$ cat src/rtl/cv32e40p_cg_pkg.sv
// Shared types and defaults for the CV32E40P domain clock-gate controller.
package cv32e40p_cg_pkg;

    // Per-domain controller state
    typedef enum logic [1:0] {
        RESET = 2'd0,
        RUN   = 2'd1,
        GATED = 2'd2,
        WAKE  = 2'd3
    } cg_state_e;

    // Default hysteresis settings
    localparam int unsigned CG_IDLE_CYCLES_DEFAULT = 8;
    localparam int unsigned CG_WAKE_CYCLES_DEFAULT = 2;

    // Gated-cycle statistics counter
    localparam int unsigned CG_STATS_W = 32;
    typedef logic [CG_STATS_W-1:0] cg_stats_t;
    localparam cg_stats_t CG_STATS_MAX = '1;

    function automatic int unsigned cg_max(input int unsigned a, input int unsigned b);
        return (a > b) ? a : b;
    endfunction

endpackage

$ cat src/rtl/cv32e40p_rst_sync.sv
// Reset-release synchroniser shared by all gated domains, with the DFT
// bypass that hands the domain reset to the scan controller.
module cv32e40p_rst_sync #(
    parameter int unsigned STAGES = 2
) (
    input  logic clk,
    input  logic arst_n,
    input  logic test_mode,
    input  logic scan_rst_n,
    output logic domain_rst_n,
    output logic release_next
);

    logic [STAGES-1:0] sync_reg;

    // Shift in ones; any reset assertion clears the chain immediately
    always_ff @(posedge clk or negedge arst_n) begin
        if (!arst_n) begin
            sync_reg <= '0;
        end else begin
            sync_reg <= {sync_reg[STAGES-2:0], 1'b1};
        end
    end

    // The last-but-one stage tells the FSMs that the reset lifts on the
    // coming edge, so they leave RESET on the same edge rst_n rises.
    assign release_next = sync_reg[STAGES-2];
    assign domain_rst_n = test_mode ? scan_rst_n : sync_reg[STAGES-1];

endmodule

$ cat src/rtl/cv32e40p_domain_cg_ctrl.sv
// Clock-gate and reset controller for NUM_DOMAINS gated clock domains.
// Optional feature: define CV32E40P_CG_STATS_EN to build per-domain
// gated-cycle counters; otherwise gated_cycles_o is tied to zero.
module cv32e40p_domain_cg_ctrl
    import cv32e40p_cg_pkg::*;
#(
    parameter int unsigned NUM_DOMAINS     = 2,
    parameter int unsigned IDLE_CYCLES     = CG_IDLE_CYCLES_DEFAULT,
    parameter int unsigned WAKE_CYCLES     = CG_WAKE_CYCLES_DEFAULT,
    parameter int unsigned RST_SYNC_STAGES = 2
) (
    input  logic                               clk_i,
    input  logic                               rst_ni,
    input  logic                               test_mode_i,
    input  logic                               scan_rst_ni,
    input  logic [NUM_DOMAINS-1:0]             busy_i,
    input  logic [NUM_DOMAINS-1:0]             req_i,
    output logic [NUM_DOMAINS-1:0]             gnt_o,
    output logic [NUM_DOMAINS-1:0]             clk_en_o,
    output logic [NUM_DOMAINS-1:0]             rst_n_o,
    output logic [NUM_DOMAINS-1:0]             gated_o,
    output logic [NUM_DOMAINS-1:0][CG_STATS_W-1:0] gated_cycles_o
);

    localparam int unsigned CNT_W = $clog2(cg_max(IDLE_CYCLES, WAKE_CYCLES) + 1);
    localparam logic [CNT_W-1:0] IDLE_LAST = CNT_W'(IDLE_CYCLES - 1);
    localparam logic [CNT_W-1:0] WAKE_LAST = CNT_W'(WAKE_CYCLES - 1);
    localparam logic [CNT_W-1:0] CNT_MAX   = '1;

    if (IDLE_CYCLES < 1) begin : g_chk_idle
        $error("IDLE_CYCLES must be >= 1");
    end
    if (WAKE_CYCLES < 1) begin : g_chk_wake
        $error("WAKE_CYCLES must be >= 1");
    end
    if (RST_SYNC_STAGES < 2) begin : g_chk_sync
        $error("RST_SYNC_STAGES must be >= 2");
    end
    if (NUM_DOMAINS < 1 || NUM_DOMAINS > 8) begin : g_chk_dom
        $error("NUM_DOMAINS must be in 1..8");
    end

    logic domain_rst_n;
    logic release_next;

    cv32e40p_rst_sync #(
        .STAGES (RST_SYNC_STAGES)
    ) u_rst_sync (
        .clk          (clk_i),
        .arst_n       (rst_ni),
        .test_mode    (test_mode_i),
        .scan_rst_n   (scan_rst_ni),
        .domain_rst_n (domain_rst_n),
        .release_next (release_next)
    );

    assign rst_n_o = {NUM_DOMAINS{domain_rst_n}};

    for (genvar gi = 0; gi < NUM_DOMAINS; gi++) begin : g_dom
        cg_state_e        state_reg, state_next;
        logic [CNT_W-1:0] idle_cnt_reg, idle_cnt_next;
        logic [CNT_W-1:0] wake_cnt_reg, wake_cnt_next;
        logic             active;
        logic             clk_en, gated, gnt;

        assign active = busy_i[gi] | req_i[gi];

        // State and counter registers
        always_ff @(posedge clk_i or negedge rst_ni) begin
            if (!rst_ni) begin
                state_reg    <= RESET;
                idle_cnt_reg <= '0;
                wake_cnt_reg <= '0;
            end else begin
                state_reg    <= state_next;
                idle_cnt_reg <= idle_cnt_next;
                wake_cnt_reg <= wake_cnt_next;
            end
        end

        // Next state: idle hysteresis in RUN, fixed wake-up delay in WAKE
        always_comb begin
            state_next    = state_reg;
            idle_cnt_next = idle_cnt_reg;
            wake_cnt_next = wake_cnt_reg;
            case (state_reg)
                RESET: begin
                    idle_cnt_next = '0;
                    wake_cnt_next = '0;
                    if (release_next) state_next = RUN;
                end
                RUN: begin
                    // Activity (including a request arriving on the expiry
                    // cycle) always keeps the domain running.
                    if (active) begin
                        idle_cnt_next = '0;
                    end else if (idle_cnt_reg == IDLE_LAST) begin
                        state_next    = GATED;
                        idle_cnt_next = '0;
                    end else if (idle_cnt_reg != CNT_MAX) begin
                        idle_cnt_next = idle_cnt_reg + CNT_W'(1);
                    end
                end
                GATED: begin
                    if (active) begin
                        state_next    = WAKE;
                        wake_cnt_next = '0;
                    end
                end
                WAKE: begin
                    // Completes even if the request is withdrawn meanwhile
                    if (wake_cnt_reg == WAKE_LAST) begin
                        state_next    = RUN;
                        wake_cnt_next = '0;
                        idle_cnt_next = '0;
                    end else if (wake_cnt_reg != CNT_MAX) begin
                        wake_cnt_next = wake_cnt_reg + CNT_W'(1);
                    end
                end
                default: state_next = RESET;
            endcase
        end

        // Outputs from registered state, with the test-mode override on top
        always_comb begin
            clk_en = 1'b1;
            gated  = 1'b0;
            gnt    = 1'b0;
            case (state_reg)
                GATED: begin
                    clk_en = 1'b0;
                    gated  = 1'b1;
                end
                RUN:     gnt = req_i[gi];
                default: ;
            endcase
            if (test_mode_i) begin
                clk_en = 1'b1;
                gnt    = req_i[gi];
            end
        end

        assign clk_en_o[gi] = clk_en;
        assign gated_o[gi]  = gated;
        assign gnt_o[gi]    = gnt;

`ifdef CV32E40P_CG_STATS_EN
        cg_stats_t stats_reg;

        // Saturating count of functional-mode cycles spent gated
        always_ff @(posedge clk_i or negedge rst_ni) begin
            if (!rst_ni) begin
                stats_reg <= '0;
            end else if (state_reg == GATED && !test_mode_i && stats_reg != CG_STATS_MAX) begin
                stats_reg <= stats_reg + cg_stats_t'(1);
            end
        end

        assign gated_cycles_o[gi] = stats_reg;
`else
        assign gated_cycles_o[gi] = '0;
`endif
    end

endmodule

$ cat config.mk
export PLATFORM = sky130hd
export DESIGN_NAME = cv32e40p_domain_cg_ctrl
export DESIGN_NICKNAME = d
export VERILOG_FILES = /design/src/rtl/cv32e40p_cg_pkg.sv /design/src/rtl/cv32e40p_rst_sync.sv /design/src/rtl/cv32e40p_domain_cg_ctrl.sv
export SDC_FILE = /design/constraint.sdc
export NUM_CORES = 1
export LEC_CHECK = 0
export BUFFER_PORTS_ARGS = -buffer_cell sky130_fd_sc_hd__buf_2
export CORE_ASPECT_RATIO = 1.4
export CORE_UTILIZATION = 54
export CTS_BUF_LIST = sky130_fd_sc_hd__clkbuf_8
export DETAILED_ROUTE_END_ITERATION = 6
export GPL_TIMING_DRIVEN = 0
export PLACE_DENSITY = 0.95
export SLEW_MARGIN = 20
export SYNTH_ARGS = -nofsm -noshare
export SYNTH_HDL_FRONTEND = slang
export SYNTH_HIERARCHICAL = 1
export SYNTH_SLANG_ARGS = --single-unit
$ cat constraint.sdc
create_clock -name clk_i -period 3.8 [get_ports clk_i]
set_input_delay 0 -clock clk_i [delete_from_list [all_inputs] [get_ports clk_i]]
set_output_delay 0 -clock clk_i [all_outputs]
set_load 0.02 [all_outputs]
==> results.sh <==
export IMPL_status="complete, no violations"
export IMPL_h_tree_depth=1
export IMPL_place_area_sq_mm=0.00230
export IMPL_syn_area_sq_mm=0.00194
export IMPL_drive_above_1_share_pct=32.9
export IMPL_wl_met2_um=1700
export IMPL_path_cells="inv_1, ha_1, or3b_1, o221ai_1, a21oi_1, mux2_1"
export IMPL_crit_type="flop to flop"
export IMPL_r2r_start="g_dom[0].state_reg[0]"
export IMPL_synth_area_per_cell_sq_um=9.14
export IMPL_hold_class="primary input to flop"
export IMPL_die_area_sq_mm=0.00383
export IMPL_seqCellArea_sq_um=551
export IMPL_antenna_found_initial=0
export IMPL_insertion_delay_ns=0.27
export IMPL_cts_setup_buffers=0
export IMPL_utilization_pct=69.8
export IMPL_grt_setup_unrepaired="no"
export IMPL_final_min_clock_period_ns=1.88
export IMPL_setup_viol=0
export IMPL_ys_seq_elements=22
export IMPL_antenna_cells=0
export IMPL_critPathLaunch="g_dom[0].state_reg[0]"
export IMPL_synth_most_common_cell="buf_4"
export IMPL_synth_distinct_cells=40
export IMPL_wirelength_um=3170
export IMPL_cpPeakStageDelay_ns=0.43
export IMPL_drc=0
export IMPL_slew_violations=0
export IMPL_required_ns=3.96
export IMPL_cts_made_buffers=3
export IMPL_final_setup_tns_ns=0
export IMPL_routed_wl_met3_um=289
export IMPL_synth_ff_type="dfrtp_1"
export IMPL_wl_met1_um=1120
export IMPL_dr_max_layer_used="met4"
export IMPL_vias=1497
export IMPL_syn_instance_count=212
export IMPL_cp_slowest_cell="or3b_1"
export IMPL_clock_sinks=22
export IMPL_cts_tree="done"
export IMPL_fin_area_sq_mm=0.00238
export IMPL_synth_largest_area_cell="dfrtp_1"
export IMPL_core_area_sq_mm=0.00341
export IMPL_grt_ovfl_total=0
export IMPL_io_pins=80
export IMPL_cp_data_arrival_time_ns=2.04
export IMPL_io_buffers=15
export IMPL_hold_path_startpoint="busy_i[0]"
export IMPL_worstMarginPinSlew_ns=0.679
export IMPL_synth_top_area_share_pct=28.4
export IMPL_yosys_warnings=6
export IMPL_grt_pass1_vias=1260
export IMPL_area_growth_pct=22.9
export IMPL_leakage_nw=1.33
export IMPL_cts_path_max_buffers=2
export IMPL_multi_input_area_sq_mm=0.00104
export IMPL_cts_root_buf="clkbuf_8"
export IMPL_cap_violations=0
export IMPL_track_usage_pct=17.5
export IMPL_rows=25
export IMPL_crit_buf_inv=1
export IMPL_start_kind="flop"
export IMPL_via_per_inst=4.47
export IMPL_synth_area_leaders="dfrtp_1 28%, buf_4 28%, ha_1 10%"
export IMPL_max_slew_margin_rel_pct=54.0
export IMPL_first_pass_iters=4
export IMPL_synthTopCellsByCount="72 x buf_4, 22 x dfrtp_1, 16 x ha_1"
export IMPL_clkTransAtPathRegs_ns=0.08
export IMPL_min_period_over_period_pct=49.5
export IMPL_synth_edf_count=0
export IMPL_clock_fmax_mhz=531
export IMPL_wl_per_cell_um=9.45
export IMPL_ir_worst_vdd_mv=0.263
export IMPL_ant_nets=0
export IMPL_hpwl_um=2590
export IMPL_nFillCells=270
export IMPL_critical_path_top_delay_family="simple AND/OR/NAND/NOR gates"
export IMPL_fin_skew_ns=0.00648
export IMPL_grt_start_max_net_pins=23
export IMPL_synthArstFlopShare_pct=100
export IMPL_synth_seq_area_share_pct=28.4
export IMPL_drt_iter0_drc=23
export IMPL_worst_slack_ns=1.92
export IMPL_die_h_um=72.9
export IMPL_pre_cts_ws_ns=1.93
export IMPL_start_util_pct=56.8
export IMPL_grt_first_pass_wirelength_um=5080
export IMPL_crit_fanout=5
export IMPL_p_per_area_mw_per_mm2=438
export IMPL_end_kind="flop"
export IMPL_hold_viol=0
export IMPL_gp_congestion=0.886
export IMPL_die_w_um=52.6
export IMPL_fin_nets=320
## area by class of cell
cell class	count	area share, %
clock buffers	3	1.74
well taps	40	2.10
flip-flops and latches	22	23.1
plain buffers	72	22.7
clock inverters	1	1.26
multi-input cells	170	43.7
inverters	11	1.74
repair buffers	16	3.58
## through the flow
stage                     hold slack (ns)  power, mW  instances
final                              0.0687       1.04        335
after global routing               0.0861       1.12        335
after CTS                          0.0638       1.05        335
after detailed placement         -0.00389      0.825        330
after global placement           -0.00892      0.802        330
after floorplan                    -0.296      0.734        275
## worst register-to-register path, cell delays in order, from the launching register on
cell,delay [ns]
dfrtp_1,0.42
inv_1,0.10
ha_1,0.28
or3b_1,0.43
o221ai_1,0.14
a21oi_1,0.08
mux2_1,0.31
## final timing paths
path / to / slack, ns / depth (start not counted)
worst max-delay path: g_dom[0].state_reg[1] / 1.92 / 6
worst min-delay path: g_dom[0].idle_cnt_reg[3] / 0.07 / 4
worst max register to register: g_dom[0].state_reg[1] / 1.92 / 6
worst min register to register: u_rst_sync/sync_reg[1] / 0.43 / 0
max in group asynchronous: g_dom[1].idle_cnt_reg[2] / 3.22 / 2
min in group asynchronous: g_dom[0].wake_cnt_reg[3] / 0.24 / 2
## repair_timing
| item | in CTS | in global routing |
|---|---|---|
| hold buffers | 1 | 0 |
| resized for setup | 0 | 0 |
| endpoints found under the hold margin | 22 | 0 |
## kinds of logic after synthesis
| logic type | synth area share [%] |
|---|---|
| other | 0.388 |
| adders and majority gates | 10.3 |
| DFF | 28.4 |
| buffers and inverters | 30.0 |
| muxes | 3.04 |
| AOI/OAI and AO/OA | 13.8 |
| and+or+nand+nor | 14.0 |
## cell usage in the layout (no fill, tap or decap), types with 6 or more instances in the layout
master	Yosys	final
buf_2	0	15
conb_1	2	65
ha_1	16	16
buf_4	72	72
nand3_1	6	6
dfrtp_1	22	22
nand2_1	8	8
inv_1	11	11
o21ai_0	13	13
## metal layers
layer	track usage, %	vias to the layer above
met5	0	-
met4	7.89	0
met3	3.33	7
met2	33.2	73
met1	17.5	659
li1	-	758
## where the power goes
part | internal, mW | switching [mW] | total (mW)
Clock | 0.141 | 0.0783 | 0.219
Sequential | 0.283 | 0.0594 | 0.342
Combinational | 0.209 | 0.272 | 0.481
Power figures use the tool's default switching activity.
